<file path="src/rtl/noc_pkg.sv">
// Shared NoC router definitions: default flit geometry, output-port
// encoding and the position of the destination field in a flit header.
package noc_pkg;

   localparam int unsigned FLIT_W_DEF    = 32;
   localparam int unsigned BUF_DEPTH_DEF = 4;

   // Destination port field occupies flit bits [2:0]
   localparam int unsigned HDR_PORT_LSB  = 0;
   localparam int unsigned HDR_PORT_MSB  = 2;

   typedef enum logic [2:0] {
      PORT_N = 3'd0,
      PORT_S = 3'd1,
      PORT_E = 3'd2,
      PORT_W = 3'd3,
      PORT_L = 3'd4
   } port_addr_e;

endpackage

</file>
<file path="src/rtl/flit_fifo.sv">
// First-word fall-through flit FIFO. DEPTH must be a power of two, so the
// pointers wrap naturally. Pop on an empty FIFO is ignored; a push while
// full is accepted only if a pop happens in the same cycle. Storage is not
// reset -- occupancy gates the read data instead.
module flit_fifo #(
   parameter int unsigned FLIT_W = 32,
   parameter int unsigned DEPTH  = 4
) (
   input  logic                       clk,
   input  logic                       rst,
   input  logic                       push_req,
   input  logic                       pop_req,
   input  logic [FLIT_W-1:0]          wr_data,
   output logic [FLIT_W-1:0]          rd_data,
   output logic                       full,
   output logic                       empty,
   output logic                       pop_ok,
   output logic [$clog2(DEPTH):0]     count
);

   localparam int unsigned PTR_W = $clog2(DEPTH);
   localparam int unsigned CNT_W = PTR_W + 1;

   logic [FLIT_W-1:0] mem [DEPTH];
   logic [PTR_W-1:0]  wr_ptr;
   logic [PTR_W-1:0]  rd_ptr;
   logic              push_ok;

   assign empty   = (count == '0);
   assign full    = (count == CNT_W'(DEPTH));
   assign pop_ok  = pop_req && !empty;
   assign push_ok = push_req && (!full || pop_ok);

   // Head flit falls through; all-zeros while empty
   always_comb begin
      rd_data = '0;
      if (!empty)
         rd_data = mem[rd_ptr];
   end

   // Flit storage write (deliberately not reset)
   always_ff @(posedge clk) begin
      if (push_ok)
         mem[wr_ptr] <= wr_data;
   end

   // Pointer and occupancy update
   always_ff @(posedge clk or negedge rst) begin
      if (!rst) begin
         wr_ptr <= '0;
         rd_ptr <= '0;
         count  <= '0;
      end else begin
         if (push_ok)
            wr_ptr <= wr_ptr + PTR_W'(1);
         if (pop_ok)
            rd_ptr <= rd_ptr + PTR_W'(1);
         if (push_ok && !pop_ok)
            count <= count + CNT_W'(1);
         else if (!push_ok && pop_ok)
            count <= count - CNT_W'(1);
      end
   end

endmodule

</file>
<file path="src/rtl/input_credit_buffer.sv">
// Router input buffer with credit-based flow control. Wraps flit_fifo and
// adds the registered credit-return pulse, destination-port decode of the
// head flit and the overflow protocol check.
// Optional: define NOC_BUF_OVERFLOW_CHECK_EN to make overflow_err_o a
// sticky flag raised when upstream pushes into a full buffer without a
// simultaneous pop. Without it the flag is tied low; the flit is dropped
// either way.
module input_credit_buffer
   import noc_pkg::*;
#(
   parameter int unsigned FLIT_W    = FLIT_W_DEF,
   parameter int unsigned BUF_DEPTH = BUF_DEPTH_DEF
) (
   input  logic                          clk,
   input  logic                          rst,
   input  logic [FLIT_W-1:0]             data_i,
   input  logic                          valid_i,
   input  logic                          granted_i,
   output logic [FLIT_W-1:0]             data_o,
   output logic [2:0]                    req_port_addr_o,
   output logic                          req_valid_o,
   output logic                          credit_en_o,
   output logic [$clog2(BUF_DEPTH):0]    count_o,
   output logic                          overflow_err_o
);

   logic       full;
   logic       empty;
   logic       pop_ok;
   port_addr_e head_port;

   flit_fifo #(
      .FLIT_W (FLIT_W),
      .DEPTH  (BUF_DEPTH)
   ) u_fifo (
      .clk      (clk),
      .rst      (rst),
      .push_req (valid_i),
      .pop_req  (granted_i),
      .wr_data  (data_i),
      .rd_data  (data_o),
      .full     (full),
      .empty    (empty),
      .pop_ok   (pop_ok),
      .count    (count_o)
   );

   assign req_valid_o     = !empty;
   // data_o is already zero while empty, so the decoded port is too
   assign head_port       = port_addr_e'(data_o[HDR_PORT_MSB:HDR_PORT_LSB]);
   assign req_port_addr_o = head_port;

   // One credit pulse in the cycle after each accepted pop
   always_ff @(posedge clk or negedge rst) begin
      if (!rst)
         credit_en_o <= 1'b0;
      else
         credit_en_o <= pop_ok;
   end

`ifdef NOC_BUF_OVERFLOW_CHECK_EN
   logic ovf_evt;
   assign ovf_evt = valid_i && full && !pop_ok;

   // Sticky overflow flag, cleared only by reset
   always_ff @(posedge clk or negedge rst) begin
      if (!rst)
         overflow_err_o <= 1'b0;
      else if (ovf_evt)
         overflow_err_o <= 1'b1;
   end
`else
   logic unused_full;
   assign unused_full    = full;
   assign overflow_err_o = 1'b0;
`endif

endmodule
</file>
<file path="config.mk">
export PLATFORM = sky130hd
export DESIGN_NAME = input_credit_buffer
export DESIGN_NICKNAME = d
export VERILOG_FILES = /design/src/rtl/noc_pkg.sv /design/src/rtl/flit_fifo.sv /design/src/rtl/input_credit_buffer.sv
export SDC_FILE = /design/constraint.sdc
export NUM_CORES = 1
export LEC_CHECK = 0
export CORE_MARGIN = 2
export CORE_UTILIZATION = 45
export DETAILED_ROUTE_END_ITERATION = 8
export GPL_ROUTABILITY_DRIVEN = 0
export MAX_ROUTING_LAYER = met4
export PLACE_DENSITY = 0.73
export SETUP_SLACK_MARGIN = 0.02
export SKIP_CTS_REPAIR_TIMING = 1
export SLEW_MARGIN = 20
export SYNTH_ARGS = -nofsm -noshare
export SYNTH_HDL_FRONTEND = slang
export SYNTH_SLANG_ARGS = --single-unit
</file>
<file path="constraint.sdc">
create_clock -name clk -period 2.3 [get_ports clk]
set_input_delay 0.46 -clock clk [delete_from_list [all_inputs] [get_ports clk]]
set_output_delay 0.46 -clock clk [all_outputs]
set_load 0.05 [all_outputs]
</file>
After elaboration in Yosys (flattened, before gate mapping). Memory sizes are Yosys's and may differ from the RTL's. Cells that the tools add are included. Widths: inputs -> output; s select.

Flip-flop bits (word level): 8. RAM bits: 128. Input bits: 36. Output and inout port bits: 41. Logic and storage cells: 26. Memories: 1.

Memories: u_fifo.mem (depth 4, bits a word 32, rd ports 1, clocked after Yosys merged registers in 0, write ports 1, line flit_fifo.sv:24) `logic [FLIT_W-1:0] mem [DEPTH];`.

Add/subtract/negate cells: 4. Eq/ne operators: 1. Mux-type cells: 5. Reduce and logical (&&, ||, !) cells: 11.

Operator list (number): $mux 32 (1); $mux 3 (2); $add 2x1->2 const B (2); $logic_and 1x1->1 (4); $logic_not 1->1 (4); $add 3x1->3 const B (1); $eq 3x3->1 const B (1); $logic_not 3->1 (1); $sub 3x1->3 const B (1); $mux 1 (2); $reduce_bool 2->1 (1); $logic_or 1x1->1 (1).

Logic depth before layout (Yosys ltp).
Depth after elaboration: 9. Gate-level depth with buffers: 9. Gate-level depth less buffers: 8.

Hierarchy. Synthesis repeated with hierarchy kept, for this count alone.

Cells, all modules: 247. Area, all modules: 5330.1 µm².

Modules (own cells, without submodules): flit_fifo (times used 1, cells each 240, area each 5267.6 µm², seq. area each 4018.9 µm²); input_credit_buffer (times used 1, cells each 7, area each 62.6 µm², seq. area each 25.0 µm²).

Worst setup path before layout. No wires, ideal clock.

Kind: register to output. Start: register u_fifo.count[0]. End: output port data_o[22]. Arrival time: 2.179 ns. Required time: 1.840 ns. Slack: -0.339 ns. Stages on the path, launching flop included: 5. Path buffers: 2. Path through: dfrtp_1 -> or3_1 -> clkbuf_1 -> clkbuf_1 -> and2_1.

Cells in the longest elaborated chain, start to end: 2.

RTL lines: from (decl) (line flit_fifo.sv:18) `output logic [$clog2(DEPTH):0] count`; from (signal assigned) (line flit_fifo.sv:59) `count <= count + CNT_W'(1);`; from (signal assigned) (line flit_fifo.sv:61) `count <= count - CNT_W'(1);`; $logic_not 3->1 (line flit_fifo.sv:29) `assign empty = (count == '0);`; $mux 32 (line flit_fifo.sv:37) `if (!empty)`; to (decl) (line input_credit_buffer.sv:19) `output logic [FLIT_W-1:0] data_o,`.

Every way passes these cells.

Final worst setup path.
Start: register u_fifo.rd_ptr[0]. End: output port data_o[25].

Cells in the longest elaborated chain, start to end: 2.

RTL lines: from (decl) (line flit_fifo.sv:26) `logic [PTR_W-1:0] rd_ptr;`; from (signal assigned) (line flit_fifo.sv:57) `rd_ptr <= rd_ptr + PTR_W'(1);`; $mem_v2 4x32; $mux 32 (line flit_fifo.sv:37).

Every way passes these cells.

==> qor.yml <==
outcome:
  status: "finished with violations"
  failed_checks: "DRC, setup timing"
cts:
  cts_tree: "done"
  clkLatencyLatePin_ns: 0.42
  root_buffer: "clkbuf_16"
  numCtsBuffers: 17
  cts_htree_levels: 4
  path_clk_slew_ns: 0.06
  clock_path_buffers: 2
  clock_sinks: 136
setup_path:
  worst-path-buf-inv: 3
  max_stage_delay_ns: 0.51
  critical_path.top_delay_family: "multiplexers"
  critical_path.endpoint: "data_o[25]"
  rr_startpoint: "u_fifo.count[0]"
  rr_endpoint: "u_fifo.count[2]"
  endpoint_kind: "output port"
  start_kind: "flop"
  r2r_slack_ns: 0.22
  rr_worst_depth: 8
  slowest_stage: "mux4_2"
  path_depth: 5
  critPathMaxFanout: 8
  cp-startpoint: "u_fifo.rd_ptr[0]"
  worst_ep_required_time_ns: 1.84
  path_cells: "buf_12 -> clkbuf_16 -> mux4_2 -> and2_4 -> buf_12"
  critPathKind: "flop to output port"
  crit_arrival_ns: 1.93
  crit_path_frequent_cell: "buf_12"
synth:
  yosysWarnings: 0
  syn_nets: 287
  synth_compound_area_frac: 0.002103
  synth_xor_area_frac: 0.009815
  ys_types: 23
  yosysSeqAreaShare: 0.7553
  synthAdderAreaFrac: 0.01542
  synth_top_family_by_area: "multiplexers"
  syn_avg_cell_area_um2: 21.85
  yosys.area_share.simple: 0.04557
  muxShareOfSynthArea: 0.1423
  ys_ff_latch: 136
  synthCells: 245
  synthesis.area_mm2: 0.005354
floorplan:
  core-area_mm2: 0.01152
  dieArea_mm2: 0.01279
  die_h_um: 113.1
  start_util: 0.4649
  die_x_um: 113.1
  rows: 39
  io_pins: 77
timing:
  post-route-min-period_ns: 2.385
  fin_skew_ns: 0.01369
  rsz0062_at_grt: "yes"
  clock.fmax_mhz: 419.3
  slew_viol_final: 0
  setup_viol: 35
  fin_tns_setup_ns: -1.190
  slew_headroom: 0.6585
  post-route-period-util: 1.037
  worst_slew_pin_slew_ns: 0.5106
  worst_slack_ns: -0.08517
  hold_viol: 0
grt:
  grt_use_total: 0.1704
  overflow: 0
  grt_max_degree: 35
  grt_pass1_vias: 2756
  antenna_found_initial: 0
  grt_pass1_wl_um: 15350
route:
  drt-total-wl_um: 9877
  wl_per_cell_um: 19.52
  drc_errors: 8
  first_pass_iters: 7
  drt-initial-drc-count: 202
  antenna_left: 0
  drt-vias-per-instance: 5.105
  vias: 2583
job:
  drv_cap: 0
finish:
  final_nets: 392
  final_cells: 506
  diodes: 0
  drive_above_1_share: 0.4683
  postLayoutCoreUtil: 0.6553
  area_growth_pct: 40.94
placed_design:
  dpl.hpwl_um: 6064
  dpl_worst_slack_ns: -0.09973
  place_inst: 467
  portBuffers: 75
min_path:
  hp-class: "primary input to async pin"
==> stage by stage <==
step	cell area (µm²)	hold slack, ns
after floorplan	5371	0.1644
after global placement	6745	0.5287
after detailed placement	6745	0.5286
after CTS	7361	0.3430
after global routing	7546	0.3407
final	7546	0.3360
==> kinds of logic after synthesis <==
kind of cell               after synthesis
xor gates and xnor gates                 6
and+or+nand+nor                         40
muxes                                   34
DFF                                    136
other                                    1
buffers and inverters                   21
adders and majority gates                6
AOI/OAI and AO/OA                        1
==> cell usage after synthesis <==
library cell,count,area share
mux2_4,1,0.0028
ha_1,5,0.012
buf_4,4,0.0056
buf_12,3,0.011
conb_1,1,0.00070
dfrtp_1,8,0.037
buf_6,1,0.0021
xnor2_1,5,0.0082
nor2_1,1,0.00070
inv_1,5,0.0035
or3_1,1,0.0012
nand2_1,1,0.00070
o41a_1,1,0.0021
edfxtp_1,128,0.72
mux2_2,1,0.0021
and2_1,36,0.042
clkbuf_1,5,0.0035
mux4_1,4,0.020
fa_1,1,0.0037
nand3_1,1,0.00093
xor2_1,1,0.0016
mux4_2,28,0.12
buf_2,3,0.0028
==> how the worst min path moves through the flow <==
stage | end | slack (ns) | startpoint
2_1_floorplan | credit_en_o | 0.16 | rst
3_3_place_gp | u_fifo.count[0] | 0.53 | u_fifo.count[0]
3_5_place_dp | u_fifo.count[0] | 0.53 | u_fifo.count[0]
4_1_cts | u_fifo.rd_ptr[1] | 0.34 | rst
5_1_grt | u_fifo.rd_ptr[1] | 0.34 | rst
6_report | u_fifo.rd_ptr[1] | 0.34 | rst
==> registers in the layout, summed over array words and instances (netlist names) <==
register,flops
u_fifo.wr_ptr,2
u_fifo.rd_ptr,2
credit_en_o,1
u_fifo.count,3
u_fifo.mem,128
==> layout make-up <==
class,count,area [µm²]
clock buffers,17,425.4
inverters,5,18.77
multi-input cells,88,1226
clock inverters,15,190.2
repair buffers,102,1456
fillers,756,3970
flip-flops and latches,136,4050
well taps,143,178.9
==> placed cells by master (no fill, tap or decap), drive strengths merged <==
cell type	synthesis	routed
mux4	32	32
nand2	1	1
bufinv	0	3
clkbuf	5	19
fa	1	1
xnor2	5	5
o41a	1	1
or3	1	1
ha	5	5
buf	11	61
edfxtp	128	128
clkinvlp	0	2
xor2	1	1
mux2	2	2
nand3	1	1
nor2	1	1
clkinv	0	3
conb	1	1
clkdlybuf4s50	0	39
and2	36	36
inv	5	12
dfrtp	8	8
==> worst reg2reg max path, stage by stage (launching register included) <==
cell	delay (ns)
dfrtp_2	0.44
or3_1	0.42
nand2_1	0.13
ha_1	0.17
inv_1	0.06
fa_1	0.38
xor2_1	0.17
nor2_1	0.11
xnor2_1	0.12
==> layer usage <==
metal / part of all wire / global-route usage / vias to the layer above
met4: 0.0096 / 0.05122 / 0
met5: 0 / - / -
met2: 0.51 / 0.2691 / 73
li1: - / - / 1175
met1: 0.43 / 0.2142 / 1327
met3: 0.049 / 0.05356 / 8
Power is not shown: default switching activity piles up to over one toggle a cycle in this logic, so the estimate is an artifact.
